[config.mk]
export PLATFORM = sky130hd
export DESIGN_NAME = multicycle_controller
export DESIGN_NICKNAME = d
export VERILOG_FILES = /design/src/rtl/multicycle_controller.sv
export SDC_FILE = /design/constraint.sdc
export NUM_CORES = 1
export LEC_CHECK = 0
export BUFFER_PORTS_ARGS = -buffer_cell sky130_fd_sc_hd__buf_2
export CORE_AREA = 2 2 39 41
export CTS_BUF_LIST = sky130_fd_sc_hd__clkbuf_2
export DETAILED_ROUTE_END_ITERATION = 6
export DIE_AREA = 0 0 41 43
export GPL_ROUTABILITY_DRIVEN = 0
export PLACE_DENSITY = 0.79
export SETUP_SLACK_MARGIN = 0.05
export SYNTH_ARGS = -nofsm -noshare
export SYNTH_HDL_FRONTEND = slang
export SYNTH_SLANG_ARGS = --single-unit
[constraint.sdc]
create_clock -name clk -period 3.65 [get_ports clk]
set_clock_uncertainty 0.05 [all_clocks]
set_input_delay 0.365 -clock clk [delete_from_list [all_inputs] [get_ports clk]]
set_output_delay 0.365 -clock clk [all_outputs]
set_load 0.005 [all_outputs]
[src/rtl/multicycle_controller.sv]
// Moore control unit for the multicycle RISC-V core: sequences one instruction
// at a time and drives every datapath enable and multiplexer select.
module multicycle_controller (
  input  logic       clk,
  input  logic       reset,
  input  logic [6:0] op,
  input  logic [2:0] funct3,
  input  logic       funct7b5,
  input  logic       zero,
  output logic       pc_write,
  output logic       adr_src,
  output logic       mem_write,
  output logic       ir_write,
  output logic [1:0] result_src,
  output logic [1:0] alu_src_a,
  output logic [1:0] alu_src_b,
  output logic [2:0] alu_control,
  output logic       reg_write,
  output logic [1:0] imm_src,
  output logic       instr_done,
  output logic       illegal
);

  typedef enum logic [3:0] {
    S_FETCH,
    S_DECODE,
    S_MEMADR,
    S_MEMREAD,
    S_MEMWB,
    S_MEMWRITE,
    S_EXECUTER,
    S_EXECUTEI,
    S_JAL,
    S_ALUWB,
    S_BEQ
  } state_t;

  localparam logic [6:0] OP_LW   = 7'b0000011;
  localparam logic [6:0] OP_SW   = 7'b0100011;
  localparam logic [6:0] OP_R    = 7'b0110011;
  localparam logic [6:0] OP_I    = 7'b0010011;
  localparam logic [6:0] OP_BEQ  = 7'b1100011;
  localparam logic [6:0] OP_JAL  = 7'b1101111;

  localparam logic [1:0] ALU_OP_ADD   = 2'b00;
  localparam logic [1:0] ALU_OP_SUB   = 2'b01;
  localparam logic [1:0] ALU_OP_FUNCT = 2'b10;

  state_t     state_reg, state_next;
  logic [1:0] alu_op;
  logic       pc_update;
  logic       branch;
  logic       mem_write_raw;
  logic       ir_write_raw;
  logic       reg_write_raw;
  logic       instr_done_raw;
  logic       illegal_raw;

  always_ff @(posedge clk or posedge reset) begin
    if (reset) begin
      state_reg <= S_FETCH;
    end else begin
      state_reg <= state_next;
    end
  end

  always_comb begin
    state_next     = state_reg;
    adr_src        = 1'b0;
    result_src     = 2'b00;
    alu_src_a      = 2'b00;
    alu_src_b      = 2'b00;
    alu_op         = ALU_OP_ADD;
    pc_update      = 1'b0;
    branch         = 1'b0;
    mem_write_raw  = 1'b0;
    ir_write_raw   = 1'b0;
    reg_write_raw  = 1'b0;
    instr_done_raw = 1'b0;
    illegal_raw    = 1'b0;

    case (state_reg)
      S_FETCH: begin
        ir_write_raw = 1'b1;
        alu_src_b    = 2'b10;
        result_src   = 2'b10;
        pc_update    = 1'b1;
        state_next   = S_DECODE;
      end
      S_DECODE: begin
        alu_src_a = 2'b01;
        alu_src_b = 2'b01;
        case (op)
          OP_LW, OP_SW: state_next = S_MEMADR;
          OP_R:         state_next = S_EXECUTER;
          OP_I:         state_next = S_EXECUTEI;
          OP_BEQ:       state_next = S_BEQ;
          OP_JAL:       state_next = S_JAL;
          default: begin
            illegal_raw    = 1'b1;
            instr_done_raw = 1'b1;
            state_next     = S_FETCH;
          end
        endcase
      end
      S_MEMADR: begin
        alu_src_a  = 2'b10;
        alu_src_b  = 2'b01;
        state_next = op[5] ? S_MEMWRITE : S_MEMREAD;
      end
      S_MEMREAD: begin
        adr_src    = 1'b1;
        state_next = S_MEMWB;
      end
      S_MEMWB: begin
        result_src     = 2'b01;
        reg_write_raw  = 1'b1;
        instr_done_raw = 1'b1;
        state_next     = S_FETCH;
      end
      S_MEMWRITE: begin
        adr_src        = 1'b1;
        mem_write_raw  = 1'b1;
        instr_done_raw = 1'b1;
        state_next     = S_FETCH;
      end
      S_EXECUTER: begin
        alu_src_a  = 2'b10;
        alu_op     = ALU_OP_FUNCT;
        state_next = S_ALUWB;
      end
      S_EXECUTEI: begin
        alu_src_a  = 2'b10;
        alu_src_b  = 2'b01;
        alu_op     = ALU_OP_FUNCT;
        state_next = S_ALUWB;
      end
      S_JAL: begin
        alu_src_a  = 2'b01;
        alu_src_b  = 2'b10;
        pc_update  = 1'b1;
        state_next = S_ALUWB;
      end
      S_ALUWB: begin
        reg_write_raw  = 1'b1;
        instr_done_raw = 1'b1;
        state_next     = S_FETCH;
      end
      S_BEQ: begin
        alu_src_a      = 2'b10;
        alu_op         = ALU_OP_SUB;
        branch         = 1'b1;
        instr_done_raw = 1'b1;
        state_next     = S_FETCH;
      end
      default: state_next = S_FETCH;
    endcase
  end

  // Subtract only for R-type (op[5]=1) with funct7b5 set; I-type ignores funct7b5.
  always_comb begin
    alu_control = 3'b000;
    case (alu_op)
      ALU_OP_SUB: alu_control = 3'b001;
      ALU_OP_FUNCT: begin
        case (funct3)
          3'b000:  alu_control = ({op[5], funct7b5} == 2'b11) ? 3'b001 : 3'b000;
          3'b010:  alu_control = 3'b101;
          3'b110:  alu_control = 3'b011;
          3'b111:  alu_control = 3'b010;
          default: alu_control = 3'b000;
        endcase
      end
      default: alu_control = 3'b000;
    endcase
  end

  always_comb begin
    case (op)
      OP_SW:   imm_src = 2'b01;
      OP_BEQ:  imm_src = 2'b10;
      OP_JAL:  imm_src = 2'b11;
      default: imm_src = 2'b00;
    endcase
  end

  // Enables are gated by reset so nothing is written while reset is held.
  assign pc_write   = ~reset & (pc_update | (branch & zero));
  assign mem_write  = ~reset & mem_write_raw;
  assign ir_write   = ~reset & ir_write_raw;
  assign reg_write  = ~reset & reg_write_raw;
  assign instr_done = ~reset & instr_done_raw;
  assign illegal    = ~reset & illegal_raw;

endmodule
After elaboration in Yosys (flattened, before gate mapping)

Index checks and enable logic that the tools add are counted.

Memories kept: 0
Latch bits: 0
Bits in registers: 4
RAM bits: 0
Logic and storage cells: 65
Bits in read-only memories: 0
Output and inout bits: 18

Eq/ne operators: 22
Shifts and indexed selects: 0
Multiplexer cells: 20
Divide/modulo/power cells: 0
Reductions and logical operators: 13
$add $sub $neg: 0
Order comparisons: 0
Bitwise operators: 9
$mul: 0

Operators with widths:

| kind                                                 | number |
|---|---|
| case mux 4 bit (5 select lines)                      | 2 |
| equality test 4 x 3 -> 1 bit (second input constant) | 4 |
| case mux 2 bit (2 select lines)                      | 4 |
| equality test 7 x 6 -> 1 bit (second input constant) | 2 |
| equality test 7 bit (second input constant)          | 2 |
| equality test 4 bit (second input constant)          | 3 |
| case mux 3 bit (4 select lines)                      | 1 |
| OR reduction 2 bit                                   | 6 |
| 2-to-1 mux 1 bit                                     | 9 |
| equality test 4 x 2 -> 1 bit (second input constant) | 2 |
| OR reduction 4 bit                                   | 2 |
| bitwise AND 1 bit                                    | 7 |
| equality test 7 x 2 -> 1 bit (second input constant) | 1 |
| equality test 7 x 5 -> 1 bit (second input constant) | 1 |
| equality test 3 bit (second input constant)          | 2 |
| case mux 2 bit (3 select lines)                      | 1 |
| case mux 3 bit (2 select lines)                      | 1 |
| OR reduction 3 bit                                   | 2 |
| OR reduction 6 bit                                   | 1 |
| equality test 2 bit (second input constant)          | 2 |
| equality test 4 x 1 -> 1 bit (second input constant) | 1 |
| logical NOT 4 bit                                    | 1 |
| equality test 3 x 2 -> 1 bit (second input constant) | 1 |
| logical NOT 3 bit                                    | 1 |
| 5 further kinds                                      | 5 |

Logic depth before layout (Yosys ltp)

Depth after elaboration: 5
Mapped depth: 7
Depth with buffers taken out: 6

Worst setup path before layout

Ideal clock, no wire load.

Kind: reg2out
Start: register state_reg[0]
End: output alu_control[2]
Slack: 1.803 ns
Arrival: 1.432 ns
Stages on the path, launching flop included: 6
Cells stage by stage: dfrtp_1 > buf_2 > and4bb_2 > inv_1 > ha_1 > nor4_1

Cells in the longest elaborated chain, start to end: 5
Elaborated cells on any way between the ends: 8
Those cells by class: 5 x eq/ne; 2 x mux; 1 x reduce/logical

Ends and longest elaborated chain:

| element                                                                    | line | source |
|---|---|---|
| start: declaration                                                         | 49   | `state_t state_reg, state_next;` |
| start signal: assignment                                                   | 63   | `state_reg <= state_next;` |
| equality test 4 x 3 -> 1 bit                                               | 82   | `case (state_reg)` |
| OR reduction 2 bit (no source line)                                        | n/a  |  |
| case mux 2 bit (2 select lines) *                                          | 82   |  |
| equality test 2 bit / equality test 2 x 1 -> 1 bit (equally long branches) | 163  | `case (alu_op)` |
| case mux 3 bit (2 select lines) *                                          | 163  |  |
| end: declaration                                                           | 17   | `output logic [2:0] alu_control,` |

Every way passes the cells marked *; elsewhere a longest branch is shown, timed or not.

Worst setup path in the final report

Same ends and word-level chain as after synthesis.

==> impl_metrics.yaml <==
clock_tree:
  total_cts_buffers: 3
  cts_root_buf: "sky130_fd_sc_hd__clkbuf_2"
  cts.htree.levels: 1
  cts_sinks: 4
  post_cts.repair.setup_buffers: 0
  cts.reportedPaths.clkPinSlew_ns: 0.05
  post_cts_hold_buffer_count: 0
  cts_tree: "done"
  cts_buffer_depth: 2
  clk_latency_ns: 0.21
  postCtsResizedCells: 0
setup_path:
  cpMaxStageDelayCell: "sky130_fd_sc_hd__dfrtp_1"
  critical_path_buf_inv_count: 2
  crit_type: "reg -> out"
  cpPeakStageDelay_ns: 0.57
  crit_arrival_ns: 1.99
  start_kind: "flop"
  critPathTopFamily: "simple AND/OR/NAND/NOR gates"
  kind_of_end_point_of_the_critical_path: "output pin"
  cp.required_ns: 3.23
  top_fanout_value_on_the_critical_path: 17
  crit_chain: "and4bb_2 > inv_1 > ha_1 > nor4_1 > buf_2"
synth:
  synth_mux_area_share_pct: 3.62
  yosysTopAreaCell: "sky130_fd_sc_hd__dfrtp_1"
  synth.top_cell.area_share_pct: 17.0
  post_synth_xor_area_fraction_pct: 5.96
  synth-adder-area-share_pct: 4.26
  largest_family_of_logic_cells_by_synthesized_area: "simple AND/OR/NAND/NOR gates"
  synth.net_count: 92
  portion_of_the_post_synthesis_area_used_by_sequential_elements_pct: 17.0
  synth_compound_gate_area_share_pct: 18.1
  netlist-cell-type-count: 37
  synth_cells: 76
  synthesis.area_um2: 588
  post_synth_and_or_nand_nor_area_fraction_pct: 42.6
  warning_count_from_the_yosys_run: 0
  synth_top_cells_by_area: "sky130_fd_sc_hd__dfrtp_1 (17%), sky130_fd_sc_hd__xnor2_1 (6.0%), sky130_fd_sc_hd__nor2_1 (5.1%)"
  yosys_register_bits: 4
  avgSynthCellArea_um2: 7.74
  synthFlopType: "sky130_fd_sc_hd__dfrtp_1"
  synth_enable_flop_cells: 0
  async_reset_ff_share_pct: 100
drt:
  viasPerCell: 5.46
  avgRoutedWirePerCell_um: 11.6
  first_pass_iters: 4
  routed-via-count: 661
  antenna_left: 0
  drt_first_iter_violations: 8
  postRouteWirelength_um: 1400
  drt_drc_violations_left: 0
sta:
  fin_crit_sh_pct: 65.8
  setup_total_neg_slack_ns: 0
  max_freq_mhz: 416
  timing.slew.headroom_pct: 63.8
  timing.final.setup_violations: 0
  transition_time_at_the_pin_with_the_least_slew_margin_ns: 0.543
  final-max-slew-violation-count: 0
  finalHoldViolCount: 0
  fin_crit_ns: 2.40
  unrepaired_setup_endpoints_after_global_routing: "false"
cells_and_area:
  most_frequent_cells_in_the_layout: "sky130_fd_sc_hd__buf_2 (31), sky130_fd_sc_hd__nor2_1 (8), sky130_fd_sc_hd__inv_1 (6)"
  ratio_of_cells_with_drive_above_1_in_the_final_layout_pct: 37.1
  stdcell_area_um2: 751
  nets: 123
  n_antenna_cell: 0
  finish.utilization_pct: 54.2
  largest_reg_flops: 4
  final_cells: 121
  mostFrequentLayoutCell: "sky130_fd_sc_hd__buf_2"
  area_growth_pct: 27.7
pwr:
  total_power_w: 0.000213
  max-vdd-ir-drop_mv: 0.213
  cellPowerDensity_nw_per_um2: 284
  p_leak_nw: 0.358
grt:
  global_route.usage.total_pct: 17.4
  grt_pass1_wl_um: 2140
  grt_antenna_before_repair: 0
  total_congestion_overflow: 0
  first_global_vias: 542
  largest_net_degree_at_the_start_of_global_routing: 18
die:
  die_x_um: 41
  io-pin-count: 32
  fp-row-count: 14
  design.core.area_um2: 1380
  start_util_pct: 42.5
  die_ht_um: 43
  die_ar_um2: 1760
job:
  maxCapViolCount: 0
place:
  port-buffer-count: 31
  placedInstanceArea_um2: 736
  hpwl_um: 1080
  dp_cells: 118
min_path:
  hold_class: "in -> async"
status:
  run_status: "completed"
==> cell families (layout without fill, tap and decap cells) <==
kind of cell,count (synthesis),in the layout
AOI/OAI and AO/OA,14,14
xor gates and xnor gates,4,4
adders and majority gates,2,2
buffers and inverters,11,40
DFF,4,4
muxes,2,2
and+or+nand+nor,39,39
==> worst register-to-register path: cells and delay by family (launching register included) <==
kind | cells | cell delay [ns]
AND/OR/NAND/NOR | 2 | 0.53
AO/OA/AOI/OAI | 1 | 0.31
flip-flops | 1 | 0.68
==> path summary, 6_finish.rpt <==
check / from / end / slack (ns) / depth (start not counted)
worst max-delay path: state_reg[0]$_DFF_PP0_ / alu_control[2] / 1.25 / 5
worst max register to register: state_reg[0]$_DFF_PP0_ / state_reg[0]$_DFF_PP0_ / 1.98 / 3
min in group clk: op[5] / state_reg[1]$_DFF_PP0_ / 0.37 / 2
worst min register to register: state_reg[1]$_DFF_PP0_ / state_reg[1]$_DFF_PP0_ / 0.80 / 2
worst min-delay path: reset / state_reg[1]$_DFF_PP0_ / 0.03 / 2
max in group asynchronous: reset / state_reg[2]$_DFF_PP0_ / 3.36 / 2
==> cell usage after synthesis, drive strengths merged (2+ instances only) <==
master	instances
a21oi	2
a311oi	2
and2	2
and4bb	2
buf	5
dfrtp	4
ha	2
inv	6
nand2	3
nand3	2
nor2	8
nor2b	4
nor3	5
nor3b	3
nor4	2
nor4b	2
o21ai	2
xnor2	4
==> layout make-up <==
class,instances,area [um^2]
Clock buffer,3,15.0
Timing Repair Buffer,31,155
Fill cell,145,633
Multi-Input combinational cell,61,438
Sequential cell,4,100
Tap cell,16,20.0
Inverter,6,22.5
==> power by group <==
part | internal, W | total [W] | leakage (nW) | switching, W
registers | 0.0000488 | 0.0000708 | 0.0553 | 0.0000220
clock network | 0.0000221 | 0.0000408 | 0.0125 | 0.0000186
logic | 0.0000576 | 0.000102 | 0.290 | 0.0000440
==> routing by layer <==
layer / share of wire (%) / track usage [%] / wire [um] / vias to the layer above
li1: - / - / - / 341
met1: 45 / 21.5 / 626 / 290
met2: 49 / 27.8 / 683 / 26
met3: 5.1 / 1.57 / 72 / 4
met4: 1.5 / 10.0 / 21 / 0
met5: 0 / 0 / 0 / -
==> stage by stage <==
stage / worst slack, ns / hold WS, ns
after global routing: 1.06 / 0.0500
after CTS: 1.23 / 0.0223
final: 1.25 / 0.0298
after detailed placement: 1.48 / 0.259
after global placement: 1.55 / 0.254
after floorplan: 1.80 / 0.0862
No activity file was read; power rests on OpenSTA's default activity.
